===== src/rtl/uart_reg_pkg.sv =====
// uart_reg_pkg
//   Shared definitions for the UART-to-register bridge:
//   - state_t   : bridge FSM state encoding
//   - CMD_WR    : command byte that opens a write frame ('W')
//   - CMD_RD    : command byte that opens a read frame ('R')
//   - ACK_BYTE  : byte returned once a write has been issued ('K')
package uart_reg_pkg;

    typedef enum logic [3:0] {
        IDLE    = 4'd0,
        ADDR_HI = 4'd1,
        ADDR_LO = 4'd2,
        BE      = 4'd3,
        DATA    = 4'd4,
        WR_STB  = 4'd5,
        WR_ACK  = 4'd6,
        RD_STB  = 4'd7,
        RD_WAIT = 4'd8,
        RD_SEND = 4'd9
    } state_t;

    localparam logic [7:0] CMD_WR   = 8'h57;
    localparam logic [7:0] CMD_RD   = 8'h52;
    localparam logic [7:0] ACK_BYTE = 8'h4B;

endpackage


===== src/rtl/uart_reg_bridge.sv =====
// uart_reg_bridge
//   Turns a byte stream from a UART receiver into register-bus accesses
//   and returns responses through a UART transmitter.
//     write frame: 57 addr_hi addr_lo be d3 d2 d1 d0  -> wr_en pulse, reply 4B
//     read frame : 52 addr_hi addr_lo                 -> rd_en pulse, reply 4 bytes MSB first
//
// Ports
//   clk       in   system clock, rising edge
//   rstb      in   asynchronous active-low reset
//   rx_data   in   [7:0] received byte, qualified by rx_valid
//   rx_valid  in   one-cycle strobe per received byte (no backpressure)
//   tx_data   out  [7:0] response byte
//   tx_valid  out  response byte valid
//   tx_ready  in   transmitter accepts tx_data
//   wr_en     out  register write strobe
//   rd_en     out  register read strobe
//   addr      out  [15:0] register address
//   be        out  [3:0] byte enables
//   wr_data   out  [31:0] write data
//   rd_rdy    in   qualifies rd_data
//   rd_data   in   [31:0] register read data
//   busy      out  FSM is not IDLE
//   frame_err out  one-cycle pulse on a dropped byte or a frame timeout
module uart_reg_bridge
    import uart_reg_pkg::*;
#(
    parameter int TIMEOUT_CYC = 100000
) (
    input  logic        clk,
    input  logic        rstb,
    input  logic [7:0]  rx_data,
    input  logic        rx_valid,
    output logic [7:0]  tx_data,
    output logic        tx_valid,
    input  logic        tx_ready,
    output logic        wr_en,
    output logic        rd_en,
    output logic [15:0] addr,
    output logic [3:0]  be,
    output logic [31:0] wr_data,
    input  logic        rd_rdy,
    input  logic [31:0] rd_data,
    output logic        busy,
    output logic        frame_err
);

    localparam int            TW      = $clog2(TIMEOUT_CYC + 1);
    localparam logic [TW-1:0] TO_LAST = TW'(TIMEOUT_CYC - 1);

    state_t        r_state;
    logic          r_mode_wr;
    logic [15:0]   r_addr;
    logic [3:0]    r_be;
    logic [31:0]   r_wr_data;
    logic [31:0]   r_shift;
    logic [1:0]    r_cnt;
    logic [TW-1:0] r_timer;
    logic          r_frame_err;

    state_t        w_next;
    logic          w_err;
    logic          w_timed;
    logic          w_timeout;
    logic          w_wr_en;
    logic          w_rd_en;
    logic          w_tx_valid;
    logic [7:0]    w_tx_data;

    // States in which the bridge is waiting on an outside party and the
    // inter-byte / read-response timer is allowed to run.
    assign w_timed = (r_state == ADDR_HI) || (r_state == ADDR_LO) ||
                     (r_state == BE)      || (r_state == DATA)    ||
                     (r_state == RD_WAIT);

    // An arriving byte always beats an expiring timer.
    assign w_timeout = w_timed && !rx_valid && (r_timer == TO_LAST);

    always_ff @(posedge clk or negedge rstb) begin
        if (!rstb) begin
            r_state <= IDLE;
        end else begin
            r_state <= w_next;
        end
    end

    always_comb begin
        w_next     = r_state;
        w_err      = 1'b0;
        w_wr_en    = 1'b0;
        w_rd_en    = 1'b0;
        w_tx_valid = 1'b0;
        w_tx_data  = 8'h00;
        case (r_state)
            IDLE: begin
                if (rx_valid) begin
                    if ((rx_data == CMD_WR) || (rx_data == CMD_RD)) begin
                        w_next = ADDR_HI;
                    end else begin
                        w_err = 1'b1;
                    end
                end
            end
            ADDR_HI: begin
                if (rx_valid) begin
                    w_next = ADDR_LO;
                end else if (w_timeout) begin
                    w_next = IDLE;
                    w_err  = 1'b1;
                end
            end
            ADDR_LO: begin
                if (rx_valid) begin
                    w_next = r_mode_wr ? BE : RD_STB;
                end else if (w_timeout) begin
                    w_next = IDLE;
                    w_err  = 1'b1;
                end
            end
            BE: begin
                if (rx_valid) begin
                    w_next = DATA;
                end else if (w_timeout) begin
                    w_next = IDLE;
                    w_err  = 1'b1;
                end
            end
            DATA: begin
                if (rx_valid) begin
                    if (r_cnt == 2'd3) begin
                        w_next = WR_STB;
                    end
                end else if (w_timeout) begin
                    w_next = IDLE;
                    w_err  = 1'b1;
                end
            end
            WR_STB: begin
                w_wr_en = 1'b1;
                w_err   = rx_valid;
                w_next  = WR_ACK;
            end
            WR_ACK: begin
                w_tx_valid = 1'b1;
                w_tx_data  = ACK_BYTE;
                w_err      = rx_valid;
                if (tx_ready) begin
                    w_next = IDLE;
                end
            end
            RD_STB: begin
                w_rd_en = 1'b1;
                w_err   = rx_valid;
                w_next  = RD_WAIT;
            end
            RD_WAIT: begin
                w_err = rx_valid;
                if (rd_rdy) begin
                    w_next = RD_SEND;
                end else if (w_timeout) begin
                    w_next = IDLE;
                    w_err  = 1'b1;
                end
            end
            RD_SEND: begin
                w_tx_valid = 1'b1;
                w_tx_data  = r_shift[31:24];
                w_err      = rx_valid;
                if (tx_ready && (r_cnt == 2'd3)) begin
                    w_next = IDLE;
                end
            end
            default: begin
                w_next = IDLE;
            end
        endcase
    end

    always_ff @(posedge clk or negedge rstb) begin
        if (!rstb) begin
            r_mode_wr   <= 1'b0;
            r_addr      <= 16'h0000;
            r_be        <= 4'h0;
            r_wr_data   <= 32'h0000_0000;
            r_shift     <= 32'h0000_0000;
            r_cnt       <= 2'd0;
            r_timer     <= '0;
            r_frame_err <= 1'b0;
        end else begin
            r_frame_err <= w_err;

            // Timer restarts on every byte and every state change; it only
            // counts while a frame or read response is outstanding.
            if (rx_valid || (w_next != r_state) || !w_timed) begin
                r_timer <= '0;
            end else begin
                r_timer <= r_timer + TW'(1);
            end

            case (r_state)
                IDLE: begin
                    if (rx_valid && ((rx_data == CMD_WR) || (rx_data == CMD_RD))) begin
                        r_mode_wr <= (rx_data == CMD_WR);
                    end
                end
                ADDR_HI: begin
                    if (rx_valid) begin
                        r_addr[15:8] <= rx_data;
                    end
                end
                ADDR_LO: begin
                    if (rx_valid) begin
                        r_addr[7:0] <= rx_data;
                    end
                end
                BE: begin
                    if (rx_valid) begin
                        r_be  <= rx_data[3:0];
                        r_cnt <= 2'd0;
                    end
                end
                DATA: begin
                    if (rx_valid) begin
                        r_wr_data <= {r_wr_data[23:0], rx_data};
                        r_cnt     <= r_cnt + 2'd1;
                    end
                end
                RD_WAIT: begin
                    if (rd_rdy) begin
                        r_shift <= rd_data;
                        r_cnt   <= 2'd0;
                    end
                end
                RD_SEND: begin
                    // Shift only on a handshake so tx_data holds during stalls.
                    if (tx_ready) begin
                        r_shift <= {r_shift[23:0], 8'h00};
                        r_cnt   <= r_cnt + 2'd1;
                    end
                end
                default: begin
                end
            endcase
        end
    end

    assign wr_en     = w_wr_en;
    assign rd_en     = w_rd_en;
    assign tx_valid  = w_tx_valid;
    assign tx_data   = w_tx_data;
    assign addr      = r_addr;
    assign be        = r_be;
    assign wr_data   = r_wr_data;
    assign busy      = (r_state != IDLE);
    assign frame_err = r_frame_err;

endmodule


===== config.mk =====
export PLATFORM = sky130hd
export DESIGN_NAME = uart_reg_bridge
export DESIGN_NICKNAME = d
export VERILOG_FILES = /design/src/rtl/uart_reg_pkg.sv /design/src/rtl/uart_reg_bridge.sv
export SDC_FILE = /design/constraint.sdc
export NUM_CORES = 1
export LEC_CHECK = 0
export ABC_CLOCK_PERIOD_IN_PS = 2600
export BUFFER_PORTS_ARGS = -buffer_cell sky130_fd_sc_hd__buf_4
export CORE_ASPECT_RATIO = 1.25
export CORE_MARGIN = 2
export CORE_UTILIZATION = 55
export CTS_CLUSTER_SIZE = 24
export DETAILED_ROUTE_END_ITERATION = 7
export PLACE_DENSITY = 0.85
export SLEW_MARGIN = 40
export SYNTH_ARGS = -nofsm -noshare
export SYNTH_HDL_FRONTEND = slang
export SYNTH_SLANG_ARGS = --single-unit

===== constraint.sdc =====
create_clock -name clk -period 2.6 [get_ports clk]
set_input_delay 0.13 -clock clk [delete_from_list [all_inputs] [get_ports clk]]
set_output_delay 0.13 -clock clk [all_outputs]
set_load 0.005 [all_outputs]

# Yosys cells after proc, flatten, opt, wreduce, memory -nomap -nowiden

Index checks and enable logic that the tools add are counted.
Widths: inputs -> output; s select.

Bits of input ports: 45
Register bits after elaboration: 109

$add $sub $neg: 2
Eq/ne operators: 18
Muxes and demuxes: 33
Reductions and logical operators: 27

Operators by type and width:

| kind                  | number |
|---|---|
| $mux 32               | 2 |
| $pmux 32 s2           | 1 |
| $mux 4                | 11 |
| $pmux 4 s10           | 1 |
| $add 17x1->17 const B | 1 |
| $eq 17x17->1 const B  | 1 |
| $mux 17               | 1 |
| $eq 4x3->1 const B    | 4 |
| $eq 8x7->1 const B    | 2 |
| $pmux 8 s2            | 1 |
| $reduce_and 2->1      | 5 |
| $mux 1                | 9 |
| $eq 4x2->1 const B    | 2 |
| $eq 4x4->1 const B    | 2 |
| $mux 2                | 4 |
| $ne 2x2->1 const B    | 4 |
| $pmux 2 s4            | 1 |
| $reduce_bool 4->1     | 2 |
| $reduce_or 4->1       | 2 |
| $logic_or 1x1->1      | 7 |
| $reduce_and 5->1      | 1 |
| $eq 4x1->1 const B    | 1 |
| $logic_and 1x1->1     | 4 |
| $logic_not 4->1       | 1 |
| 9 further kinds       | 10 |

# Depth between registers and ports, before layout

Word-level depth: 14
Gate-level depth with buffers: 8
Gate-level depth less buffers: 6

# Worst setup path after synthesis

Ideal clock, no wire load.

Path kind: flip-flop to flip-flop
From: reg r_timer[13]
To: reg r_timer[7]
Cell stages (with the launch flop): 7
Clock period less this slack: 2.237 ns
Setup time: 0.137 ns
Slack: 0.363 ns
Arrival: 2.100 ns
Path through: dfrtp_1 or4b_4 nor4_4 nand2_2 a221oi_4 buf_8 nor3_2

Word-level cells in the longest chain between the ends: 9
Elaborated cells on any way between the ends: 13
Classes of those cells: eq/ne (2); mux (8); reduce/logical (3)

Ends and longest elaborated chain:

| element                         | line                   | text |
|---|---|---|
| from (decl)                     | uart_reg_bridge.sv:57  | `logic [TW-1:0] r_timer;` |
| from (signal assigned)          | uart_reg_bridge.sv:196 | `r_timer <= r_timer + TW'(1);` |
| $eq 17x17->1 *                  | uart_reg_bridge.sv:76  | `assign w_timeout = w_timed && !rx_valid && (r_timer == TO_LAST);` |
| $logic_and 1x1->1 *             | uart_reg_bridge.sv:76  |  |
| $mux 4 *                        | --                     |  |
| $mux 4 (on tied branches)       | --                     |  |
| $pmux 4 s10 *                   | uart_reg_bridge.sv:93  | `case (r_state)` |
| $ne 4x4->1 *                    | uart_reg_bridge.sv:193 | `if (rx_valid \|\| (w_next != r_state) \|\| !w_timed) begin` |
| $logic_or 1x1->1 * (2 in a row) | uart_reg_bridge.sv:193 |  |
| $mux 17 *                       | uart_reg_bridge.sv:193 |  |

Mark *: on every way between the ends. The rest lies on a longest branch, timed or not.
A chain may end at the register's enable or synchronous reset.

# Worst setup path in the final report

From: reg r_state[2]
To: out tx_data[5]

Word-level cells in the longest chain between the ends: 2
Elaborated cells on any way between the ends: 3
Classes of those cells: eq/ne (2); mux (1)

Ends and longest elaborated chain:

| element                                  | line                  | text |
|---|---|---|
| from (decl)                              | uart_reg_bridge.sv:50 | `state_t r_state;` |
| from (signal assigned)                   | uart_reg_bridge.sv:82 | `r_state <= w_next;` |
| $eq 4x4->1 or $eq 4x3->1 (tied branches) | uart_reg_bridge.sv:93 |  |
| $pmux 8 s2 *                             | uart_reg_bridge.sv:93 |  |
| to (decl)                                | uart_reg_bridge.sv:33 | `output logic [7:0] tx_data,` |

Marked as above.

==> impl_metrics.csv <==
group,metric,value,unit
cts,ctsRootBufferMaster,"clkbuf_16",
setup_path,critical_path_required,2.47,ns
grt,track_usage,0.229,
layout,fin_nets,589,
routing,wl_met1,4750,um
routing,wl,11300,um
cts,cts_sinks,109,
sta,setup_viol_count_final,0,
setup_path,crit_type,"reg2out",
sta,min_period_over_period,0.918,
routing,wl_per_cell,16.8,um
sta,finalHoldViolations,0,
layout,num_antenna_cells,0,
setup_path,end_kind,"output pin",
routing,viasPerCell,5.66,
status,status,"finished clean",
setup_path,cp_cell_sequence,"buf_4 -> nor4bb_4 -> buf_4 -> buf_6 -> and2_1 -> buf_4",
floorplanning,dieArea,10200,um2
job,drv_cap,0,
floorplanning,die_x,90.6,um
sta,fin_setup_tns,0,ns
layout,syn_to_final_growth,24.8,%
grt,antenna_found_initial,0,
setup_path,cp_slowest_cell,"dfrtp_1",
routing,first_pass_iters,4,
layout,multi_input_area,2260,um2
place,portBuffers,109,
pwr,leakage,0.00299,uW
routing,drt_drc_violations_left,0,
grt,grt_pass1_wl,18600,um
yosys,synth.distinct_cells,60,
cts,tritoncts,"yes",
yosys,syn_inst,434,
sta,fin_crit,2.39,ns
floorplanning,core_region_area,9130,um2
cts,clock_latency,0.35,ns
sta,relSlewSlack,0.545,
yosys,async_reset_ff_frac,1.00,
pwr,ir_drop,0.465,mV
grt,overflow,0,
sta,skew,0.00908,ns
pwr,p_per_area,1030,nW/um2
layout,drive_above_1_share,0.397,
setup_path,cp_max_fo,19,
yosys,synthMuxAreaShare,0.166,
layout,regArea,2730,um2
sta,rsz0062_at_grt,"false",
sta,worstMarginPinSlew,0.676,ns
yosys,synth_edf_count,0,
setup_path,cp.arrival,2.26,ns
yosys,synthFlopType,"dfrtp_1",
routing,top_layer,"met4",
yosys,synth_top_area_share,0.528,
setup_path,cpPeakStageDelay,0.52,ns
yosys,seq_area_frac_synth,0.528,
cts,numCtsBuffers,9,
yosys,synthAdderAreaFrac,0.00485,
routing,vias,3792,
yosys,synth_fp_nets,481,
floorplanning,die_y,112,um
sta,drv_slew,0,
yosys,synth_top_family_by_area,"multiplexers",
routing,ant_nets,0,
floorplanning,floorplan.initialDensity,0.566,
yosys,syn_area_per_cell,11.9,um2
yosys,yosys.area.top_type,"dfrtp_1",
yosys,yosysWarnings,0,
grt,grt_max_degree,110,
layout,post-route-util,0.706,
floorplanning,io_pins,110,
routing,drt_iter0_markers,167,
cts,clk_pin_slew,0.07,ns
grt,grt_pass1_vias,3719,
routing,wl_met3,609,um
layout,num-fill-cells,604,
cts,clock_path_buffers,2,
min_path,hp-class,"in2reg",
cts,htree_levels,3,
setup_path,startpoint_type,"flip-flop",
yosys,syn_area,5160,um2
yosys,yosys-top-cells-area,"dfrtp_1, mux2_2, mux2i_1",
place,routabilityCongestion,0.900,
floorplanning,fp-row-count,39,
sta,max_freq,0.419,GHz
setup_path,cp_common_cell,"buf_4",
pwr,power,6620,uW
yosys,synth_compound_area_frac,0.0948,
yosys,yosys.area_share.simple,0.140,
routing,route.met2.wl,5710,um
yosys,ys_ff_latch,109,
place,dp_hpwl,7840,um
yosys,synthXorXnorAreaFrac,0.0272,
## Yosys cell counts, drive strengths merged (8+ instances only)
| cell | instances |
|---|---|
| a21oi | 11 |
| a22o | 8 |
| buf | 8 |
| clkbuf | 19 |
| dfrtp | 109 |
| mux2 | 54 |
| mux2i | 25 |
| nand2 | 39 |
| nand3 | 9 |
| nor2 | 17 |
| nor3 | 21 |
| o21ai | 32 |
| xor2 | 11 |
## logic make-up after synthesis
family | count (synthesis)
adders and majority gates | 2
muxes | 79
xor gates and xnor gates | 16
AOI/OAI and AO/OA | 71
buffers and inverters | 32
and+or+nand+nor | 125
DFF | 109
## power by group
part / internal [uW] / switching [uW] / total (uW)
Clock: 799 / 595 / 1390
Combinational: 1320 / 1050 / 2370
Sequential: 2380 / 475 / 2850
## critical path, delay by kind of cell, from the launching register on
family | cells | cell delay [ns]
simple gates | 2 | 0.45
buf+inv | 4 | 0.92
flops | 1 | 0.52
## layout by cell type (no fill, tap or decap), types with 2 or more instances in the layout
| master | n |
|---|---|
| xnor2_1 | 5 |
| nand4_1 | 4 |
| nand2b_1 | 3 |
| dfrtp_1 | 109 |
| or2_2 | 2 |
| nand3_1 | 9 |
| a21oi_1 | 10 |
| clkbuf_8 | 2 |
| nor3_2 | 10 |
| nand2_1 | 38 |
| a31oi_1 | 2 |
| nor3b_1 | 3 |
| dlygate4sd3_1 | 3 |
| o31ai_1 | 2 |
| and2_1 | 4 |
| a22o_1 | 8 |
| nor2b_1 | 3 |
| clkbuf_16 | 9 |
| mux2i_1 | 25 |
| o21ai_0 | 32 |
| inv_1 | 4 |
| mux2_2 | 54 |
| buf_4 | 118 |
| clkinv_2 | 2 |
| ha_1 | 2 |
| buf_12 | 2 |
| and3_1 | 4 |
| nor2_1 | 17 |
| or4b_1 | 2 |
| a21o_1 | 4 |
| o32ai_1 | 2 |
| nor3_1 | 11 |
| xor2_1 | 11 |
## registers in the layout, summed over array words and instances (netlist names)
register / flops
r_shift: 32
wr_data: 32
r_timer: 17
addr: 16
be: 4
r_state: 4
r_cnt: 2
frame_err: 1
r_mode_wr: 1
## path summary, 6_finish.rpt
check	to	slack, ns	startpoint	cells past startpoint
setup / recovery	tx_data[5]	0.21	r_state[2]	6
hold / removal	r_shift[3]	0.01	rd_data[3]	2
max in group asynchronous	r_timer[12]	1.79	rstb	3
min in group asynchronous	wr_data[12]	0.38	rstb	3
hold reg to reg	r_shift[26]	0.48	r_shift[26]	2
setup reg to reg	r_timer[4]	0.28	r_state[3]	7
## per-layer routing
metal | up-vias | GRT usage
met5 | - | 0
met4 | 0 | 0.0841
met3 | 19 | 0.0510
met2 | 138 | 0.380
met1 | 1865 | 0.296
li1 | 1770 | -
## cell type report
cell class	instances	share of cell area
clock inverters	5	0.00874
repair buffers	124	0.150
well taps	123	0.0239
inverters	5	0.00291
multi-input cells	293	0.351
clock buffers	11	0.0392
flip-flops and latches	109	0.424
## through the flow
step / instances / hold WS, ns / setup WS (ns) / area [um2]
finish: 670 / 0.0144 / 0.214 / 6440
global route: 670 / 0.0145 / 0.0810 / 6440
CTS: 669 / 0.00652 / 0.135 / 6430
detailed placement: 651 / 0.248 / 0.317 / 6100
global placement: 651 / 0.245 / 0.416 / 6100
floorplan: 434 / -0.166 / 0.363 / 5160
## repair_timing
action	CTS	global route
hold buffers	2	1
resized for setup	0	1
endpoints found under the setup margin	0	3
buffers inserted	0	0
hold endpoints to repair	110	1
Note: power is estimated with default switching activity, not from simulation.
